**src/rtl/dcache_refill_ctrl.sv**
```systemverilog
// dcache_refill_ctrl: drains dirty-line evictions and fetches missing lines between a two-port data cache and the memory bus
// Ports: miss1_*/miss2_* level miss requests with 1-cycle acks; wb_* eviction push (valid/ready);
// bus_req_* burst request, bus_w* write beats, bus_r* read beats; fill_* zero-latency refill words.
module dcache_refill_ctrl #(
  parameter int LINE_WORDS = 8,
  parameter int WB_DEPTH = 2,
  parameter int ADDR_W = 64,
  localparam int IDX_W = $clog2(LINE_WORDS)
) (
  input  logic                     clk,
  input  logic                     reset,
  input  logic                     miss1_req,
  input  logic [ADDR_W-1:0]        miss1_addr,
  input  logic                     miss2_req,
  input  logic [ADDR_W-1:0]        miss2_addr,
  input  logic                     wb_valid,
  output logic                     wb_ready,
  input  logic [ADDR_W-1:0]        wb_addr,
  input  logic [LINE_WORDS*64-1:0] wb_line,
  output logic                     bus_req_valid,
  input  logic                     bus_req_ready,
  output logic                     bus_req_write,
  output logic [ADDR_W-1:0]        bus_req_addr,
  output logic                     bus_wvalid,
  input  logic                     bus_wready,
  output logic [63:0]              bus_wdata,
  output logic                     bus_wlast,
  input  logic                     bus_rvalid,
  input  logic [63:0]              bus_rdata,
  output logic                     fill_valid,
  output logic [1:0]               fill_port,
  output logic [ADDR_W-1:0]        fill_addr,
  output logic [IDX_W-1:0]         fill_idx,
  output logic [63:0]              fill_data,
  output logic                     miss1_ack,
  output logic                     miss2_ack
);
  localparam int PW = WB_DEPTH > 1 ? $clog2(WB_DEPTH) : 1;
  localparam int CW = $clog2(WB_DEPTH + 1);
  typedef enum logic [2:0] {IDLE, WB_REQ, WB_DATA, RD_REQ, RD_DATA, ACK} state_t;
  state_t state_q, state_d;
  logic [IDX_W-1:0] cnt_q, cnt_d;
  logic [ADDR_W-1:0] rd_addr_q, rd_addr_d;
  logic [1:0] port_q, port_d;
  logic [PW-1:0] wr_ptr_q, wr_ptr_d, rd_ptr_q, rd_ptr_d;
  logic [CW-1:0] count_q, count_d;
  logic [WB_DEPTH-1:0] vld_q, vld_d;
  logic [ADDR_W-1:0] fifo_addr_q [WB_DEPTH];
  logic [LINE_WORDS*64-1:0] fifo_line_q [WB_DEPTH];
  logic [ADDR_W-1:0] line1, line2, head_addr;
  logic [LINE_WORDS*64-1:0] head_line;
  logic full, push, pop, hazard;
  function automatic logic [ADDR_W-1:0] line_of(input logic [ADDR_W-1:0] a);
    return a & ~ADDR_W'(LINE_WORDS * 8 - 1);
  endfunction
  assign line1 = line_of(miss1_addr);
  assign line2 = line_of(miss2_addr);
  assign full = count_q == CW'(WB_DEPTH);
  assign wb_ready = !full;
  assign push = wb_valid && !full;
  assign head_addr = fifo_addr_q[rd_ptr_q];
  assign head_line = fifo_line_q[rd_ptr_q];
  // a pending miss to a line still sitting in the eviction buffer must wait for that line to reach memory
  always_comb begin
    hazard = 1'b0;
    for (int i = 0; i < WB_DEPTH; i++)
      hazard |= vld_q[i] && ((miss1_req && fifo_addr_q[i] == line1) || (miss2_req && fifo_addr_q[i] == line2));
  end
  always_comb begin
    state_d = state_q;
    cnt_d = cnt_q;
    rd_addr_d = rd_addr_q;
    port_d = port_q;
    pop = 1'b0;
    case (state_q)
      IDLE:
        if (full || hazard) state_d = WB_REQ;
        else if (miss1_req || miss2_req) begin
          state_d = RD_REQ;
          rd_addr_d = miss1_req ? line1 : line2;
          port_d = miss1_req ? {miss2_req && line1 == line2, 1'b1} : 2'b10;
        end else if (|count_q) state_d = WB_REQ;
      WB_REQ:
        if (bus_req_ready) begin
          state_d = WB_DATA;
          cnt_d = '0;
        end
      WB_DATA:
        if (bus_wready) begin
          cnt_d = cnt_q + 1'b1;
          pop = &cnt_q;
          state_d = &cnt_q ? IDLE : WB_DATA;
        end
      RD_REQ:
        if (bus_req_ready) begin
          state_d = RD_DATA;
          cnt_d = '0;
        end
      RD_DATA:
        if (bus_rvalid) begin
          cnt_d = cnt_q + 1'b1;
          state_d = &cnt_q ? ACK : RD_DATA;
        end
      ACK: state_d = IDLE;
      default: state_d = IDLE;
    endcase
  end
  always_comb begin
    wr_ptr_d = push ? (wr_ptr_q == PW'(WB_DEPTH - 1) ? '0 : wr_ptr_q + 1'b1) : wr_ptr_q;
    rd_ptr_d = pop ? (rd_ptr_q == PW'(WB_DEPTH - 1) ? '0 : rd_ptr_q + 1'b1) : rd_ptr_q;
    count_d = count_q + CW'(push) - CW'(pop);
    vld_d = vld_q;
    if (push) vld_d[wr_ptr_q] = 1'b1;
    if (pop) vld_d[rd_ptr_q] = 1'b0;
  end
  always_ff @(posedge clk or posedge reset)
    if (reset) begin
      state_q <= IDLE;
      cnt_q <= '0;
      rd_addr_q <= '0;
      port_q <= '0;
      wr_ptr_q <= '0;
      rd_ptr_q <= '0;
      count_q <= '0;
      vld_q <= '0;
    end else begin
      state_q <= state_d;
      cnt_q <= cnt_d;
      rd_addr_q <= rd_addr_d;
      port_q <= port_d;
      wr_ptr_q <= wr_ptr_d;
      rd_ptr_q <= rd_ptr_d;
      count_q <= count_d;
      vld_q <= vld_d;
    end
  always_ff @(posedge clk)
    if (push) begin
      fifo_addr_q[wr_ptr_q] <= line_of(wb_addr);
      fifo_line_q[wr_ptr_q] <= wb_line;
    end
  assign bus_req_valid = state_q == WB_REQ || state_q == RD_REQ;
  assign bus_req_write = state_q == WB_REQ;
  assign bus_req_addr = state_q == WB_REQ ? head_addr : state_q == RD_REQ ? rd_addr_q : '0;
  assign bus_wvalid = state_q == WB_DATA;
  assign bus_wdata = bus_wvalid ? head_line[{cnt_q, 6'd0} +: 64] : '0;
  assign bus_wlast = bus_wvalid && &cnt_q;
  assign fill_valid = state_q == RD_DATA && bus_rvalid;
  assign fill_port = fill_valid ? port_q : '0;
  assign fill_addr = fill_valid ? rd_addr_q : '0;
  assign fill_idx = fill_valid ? cnt_q : '0;
  assign fill_data = fill_valid ? bus_rdata : '0;
  assign miss1_ack = state_q == ACK && port_q[0];
  assign miss2_ack = state_q == ACK && port_q[1];
endmodule
```
**config.mk**
```make
export PLATFORM = sky130hd
export DESIGN_NAME = dcache_refill_ctrl
export DESIGN_NICKNAME = d
export VERILOG_FILES = /design/src/rtl/dcache_refill_ctrl.sv
export SDC_FILE = /design/constraint.sdc
export NUM_CORES = 1
export LEC_CHECK = 0
export ABC_AREA = 1
export ABC_CLOCK_PERIOD_IN_PS = 68500
export BUFFER_PORTS_ARGS = -buffer_cell sky130_fd_sc_hd__clkbuf_2
export CAP_MARGIN = 40
export CELL_PAD_IN_SITES_DETAIL_PLACEMENT = 2
export CELL_PAD_IN_SITES_GLOBAL_PLACEMENT = 2
export CORE_AREA = 2 2 408 410
export CTS_CLUSTER_SIZE = 40
export DETAILED_ROUTE_END_ITERATION = 10
export DIE_AREA = 0 0 410 412
export GPL_TIMING_DRIVEN = 1
export PLACE_DENSITY = 0.72
export SLEW_MARGIN = 20
export SYNTH_ARGS = -nofsm -noshare
export SYNTH_HDL_FRONTEND = slang
export SYNTH_SLANG_ARGS = --single-unit
```
**constraint.sdc**
```tcl
create_clock -name clk -period 68.5 [get_ports clk]
set_input_delay 3.425 -clock clk [delete_from_list [all_inputs] [get_ports clk]]
set_output_delay 3.425 -clock clk [all_outputs]
set_load 0.02 [all_outputs]
```
==> impl_metrics.json <==
{
  "gp_congestion": 0.9698,
  "drive_gt1_share_pct": 25.13,
  "synth.distinct_cells": 34,
  "antenna_found_initial": 128,
  "combPwrFrac_pct": 36.2,
  "yosys_warnings": 0,
  "synthCells": 4816,
  "grt_use_met2_pct": 49.24,
  "synth_largest_area_cell": "edfxtp_1",
  "holdBufCountCts": 0,
  "multi_input_area_sq_um": 14700,
  "criticalPathCategory": "register to primary output",
  "ys_top_cells_by_area": "edfxtp_1 (64%), o21ai_0 (6.5%), nor2_1 (5.8%), nand2_1 (4.4%), dfrtp_1 (3.4%)",
  "grt_pass1_vias": 46610,
  "r2r_slack_ns": 63.94,
  "async_flop_share_pct": 5.941,
  "power_frac_seq_pct": 38.7,
  "synth_top_flop_cell": "edfxtp_1",
  "num_vias": 43710,
  "clockBufferDepth": 3,
  "die_x_um": 410,
  "final_max_slew_viol_count": 0,
  "cts_tree": "yes",
  "fillers": 17460,
  "r2r-start": "count_q[1]$_DFF_PP0_",
  "ys_seq_elements": 1212,
  "synth.most_common_cell": "edfxtp_1",
  "max_cap_viol_count": 0,
  "hold_viol_final": 0,
  "p_int_w": 0.001664,
  "cp_data_arrival_time_ns": 6.17,
  "avgSynthCellArea_sq_um": 11.09,
  "die_h_um": 412,
  "dp_slack_ns": 59.64,
  "timing.rr.end": "fifo_line_q[1][259]$_DFFE_PP_",
  "wl_um": 252700,
  "stdcell_count": 8141,
  "grt_max_degree": 179,
  "setup_tns_ns": 0,
  "portBuffers": 1014,
  "setup.worst_path.start": "rd_ptr_q$_DFFE_PP0P_",
  "overflow": 0,
  "row_count": 149,
  "nNetsFinal": 6540,
  "r2r_cells": 12,
  "worst_slack_ns": 58.91,
  "start_util_pct": 32.53,
  "drtIter0Drc": 3156,
  "h-tree-depth": 4,
  "synth_edf_count": 1140,
  "cts_num_sinks": 1212,
  "crit_top_cell": "buf_4",
  "grt_busiest_layer": "met2",
  "netlist_area_sq_um": 53420,
  "fin_worst_skew_ns": 0.03381,
  "max_stage_delay_ns": 0.76,
  "setup_viol": 0,
  "seq_area_sq_um": 36050,
  "ant_nets": 0,
  "rsz0062_at_grt": "false",
  "worstHoldPathType": "register to register",
  "p_per_area_nw_per_um2": 43.36,
  "grtUsageTotal_pct": 28.83,
  "grt_pass1_wl_um": 346600,
  "sw_frac_of_total_pct": 41.22,
  "yosysTopAreaCellShare_pct": 64.08,
  "dieArea_sq_um": 168900,
  "yosys-top-cells-count": "edfxtp_1 (1140), nor2_1 (832), o21ai_0 (695)",
  "ios": 1045,
  "cts_resized": 0,
  "grtUsageMet3_pct": 7.503,
  "area_delta_synth_final_pct": 22.22,
  "p_clk_share_pct": 25.1,
  "crit_path_end": "bus_wdata[13]",
  "synth_seq_area_share_pct": 67.45,
  "max_freq_mhz": 104.3,
  "dp_cells": 7802,
  "cp_cell_sequence": "inv_8, buf_4, buf_4, buf_12, buf_4, o21ai_0, o221ai_1, nand3_1, a21oi_1, clkbuf_2",
  "tightest_slew_ns": 1.165,
  "min_period_ns": 9.591,
  "drcViolationCount": 0,
  "crit_path_start_kind": "register",
  "core_region_area_sq_um": 164200,
  "post_cts_buffers": 0,
  "cts_root_buf": "clkbuf_16",
  "clkLatencyLatePin_ns": 0.79,
  "switching_power_w": 0.001167,
  "viasPerCell": 5.370,
  "status": "finished, final reports clean",
  "cp.required_ns": 65.08,
  "final_core_util_pct": 39.76,
  "crit_slowest_cell": "buf_4",
  "wl_per_cell_um": 31.04,
  "grtUsageMet1_pct": 32.47,
  "post-dp-hpwl_um": 183300,
  "cp_max_fo": 151,
  "min_period_over_period_pct": 14.00,
  "drt_first_pass_iters": 5,
  "vdd_drop_max_uv": 28.05,
  "cts_buffers": 138,
  "end_kind": "primary output",
  "leakagePower_nw": 25.05,
  "clk_pin_slew_ns": 0.06,
  "slew_headroom_pct": 22.30
}
registers in the layout (all words and copies together), names as in the netlist, 2 cells and up:
signal / cells
vld_q: 2
fifo_line_q: 1024
count_q: 2
port_q: 2
rd_addr_q: 58
fifo_addr_q: 116
state_q: 3
cnt_q: 3
metrics by stage:
stage	hold WS [ns]	instance area, sq um	total power, W
after global routing	0.5098	65260	0.002963
after global placement	0.4707	60420	0.002056
final	0.4853	65300	0.002831
after detailed placement	0.4755	60740	0.002120
after CTS	0.4905	64920	0.002839
after floorplan	0.4588	53470	0.001840
how the worst min path moves through the flow:
| stage | to | start | slack [ns] | depth (start not counted) |
|---|---|---|---|---|
| 6_report | rd_addr_q[63]$_DFFE_PP0P_ | rd_addr_q[63]$_DFFE_PP0P_ | 0.49 | 2 |
| 2_1_floorplan | rd_addr_q[28]$_DFFE_PP0P_ | rd_addr_q[28]$_DFFE_PP0P_ | 0.46 | 2 |
| 3_3_place_gp | rd_addr_q[23]$_DFFE_PP0P_ | rd_addr_q[23]$_DFFE_PP0P_ | 0.47 | 2 |
| 3_5_place_dp | rd_addr_q[30]$_DFFE_PP0P_ | rd_addr_q[30]$_DFFE_PP0P_ | 0.48 | 2 |
| 4_1_cts | rd_addr_q[30]$_DFFE_PP0P_ | rd_addr_q[30]$_DFFE_PP0P_ | 0.49 | 2 |
| 5_1_grt | rd_addr_q[29]$_DFFE_PP0P_ | rd_addr_q[29]$_DFFE_PP0P_ | 0.51 | 2 |
per-layer routing:
metal | vias to the layer above | share of wire, %
met5 | - | 0.24
met4 | 94 | 6.5
met3 | 542 | 6.9
met2 | 1610 | 50
met1 | 22360 | 37
li1 | 19100 | -
critical path, delay by kind of cell (launching register included):
kind | cells | cell delay, ns
buffers and inverters | 6 | 3.35
AOI/OAI and AO/OA | 3 | 0.81
DFF | 1 | 0.71
and+or+nand+nor | 1 | 0.24
logic make-up (layout without fill, tap and decap cells):
family,count (synthesis),in the layout,share of synthesized area (%)
compound gates,1265,1265,14.36
xor+xnor,54,54,0.8853
fa+ha+maj,4,4,0.09368
buf+inv,656,1698,5.157
flops,1212,1212,67.45
mux,3,3,0.05621
other cells,1,95,0.007019
simple gates,1621,1621,11.99
cell usage in the layout, fill, tap and decap left out, types with 36 or more instances in the layout:
| cell type | count |
|---|---|
| a21oi_1 | 69 |
| buf_4 | 46 |
| clkbuf_1 | 42 |
| clkbuf_16 | 140 |
| clkbuf_2 | 1013 |
| dfrtp_1 | 68 |
| diode_2 | 83 |
| edfxtp_1 | 1140 |
| inv_1 | 281 |
| inv_2 | 75 |
| nand2_1 | 632 |
| nand2_2 | 61 |
| nand3_1 | 53 |
| nor2_1 | 829 |
| o211ai_1 | 144 |
| o21ai_0 | 695 |
| o21ai_1 | 36 |
| o21ai_2 | 59 |
| o221ai_1 | 172 |
| o22ai_1 | 87 |
layout make-up:
class / instances / area share (%)
clock inverter: 67 / 0.7990
antenna: 83 / 0.3181
inverter: 363 / 2.123
clock buffer: 182 / 5.607
timing repair buffer: 1086 / 9.236
tap: 2189 / 4.194
multi-input combinational: 2959 / 22.51
sequential: 1212 / 55.21
power groups by stage:
| stage | Combinational, W | Clock [W] | Sequential (W) |
|---|---|---|---|
| 2_1_floorplan | 0.000594 | 0 | 0.00125 |
| 3_3_place_gp | 0.000960 | 0 | 0.00110 |
| 3_5_place_dp | 0.00101 | 0 | 0.00111 |
| 4_1_cts | 0.00102 | 0.000719 | 0.00109 |
| 5_1_grt | 0.00111 | 0.000748 | 0.00111 |
| 6_report | 0.00103 | 0.000711 | 0.00110 |
Power figures use the tool's default switching activity.
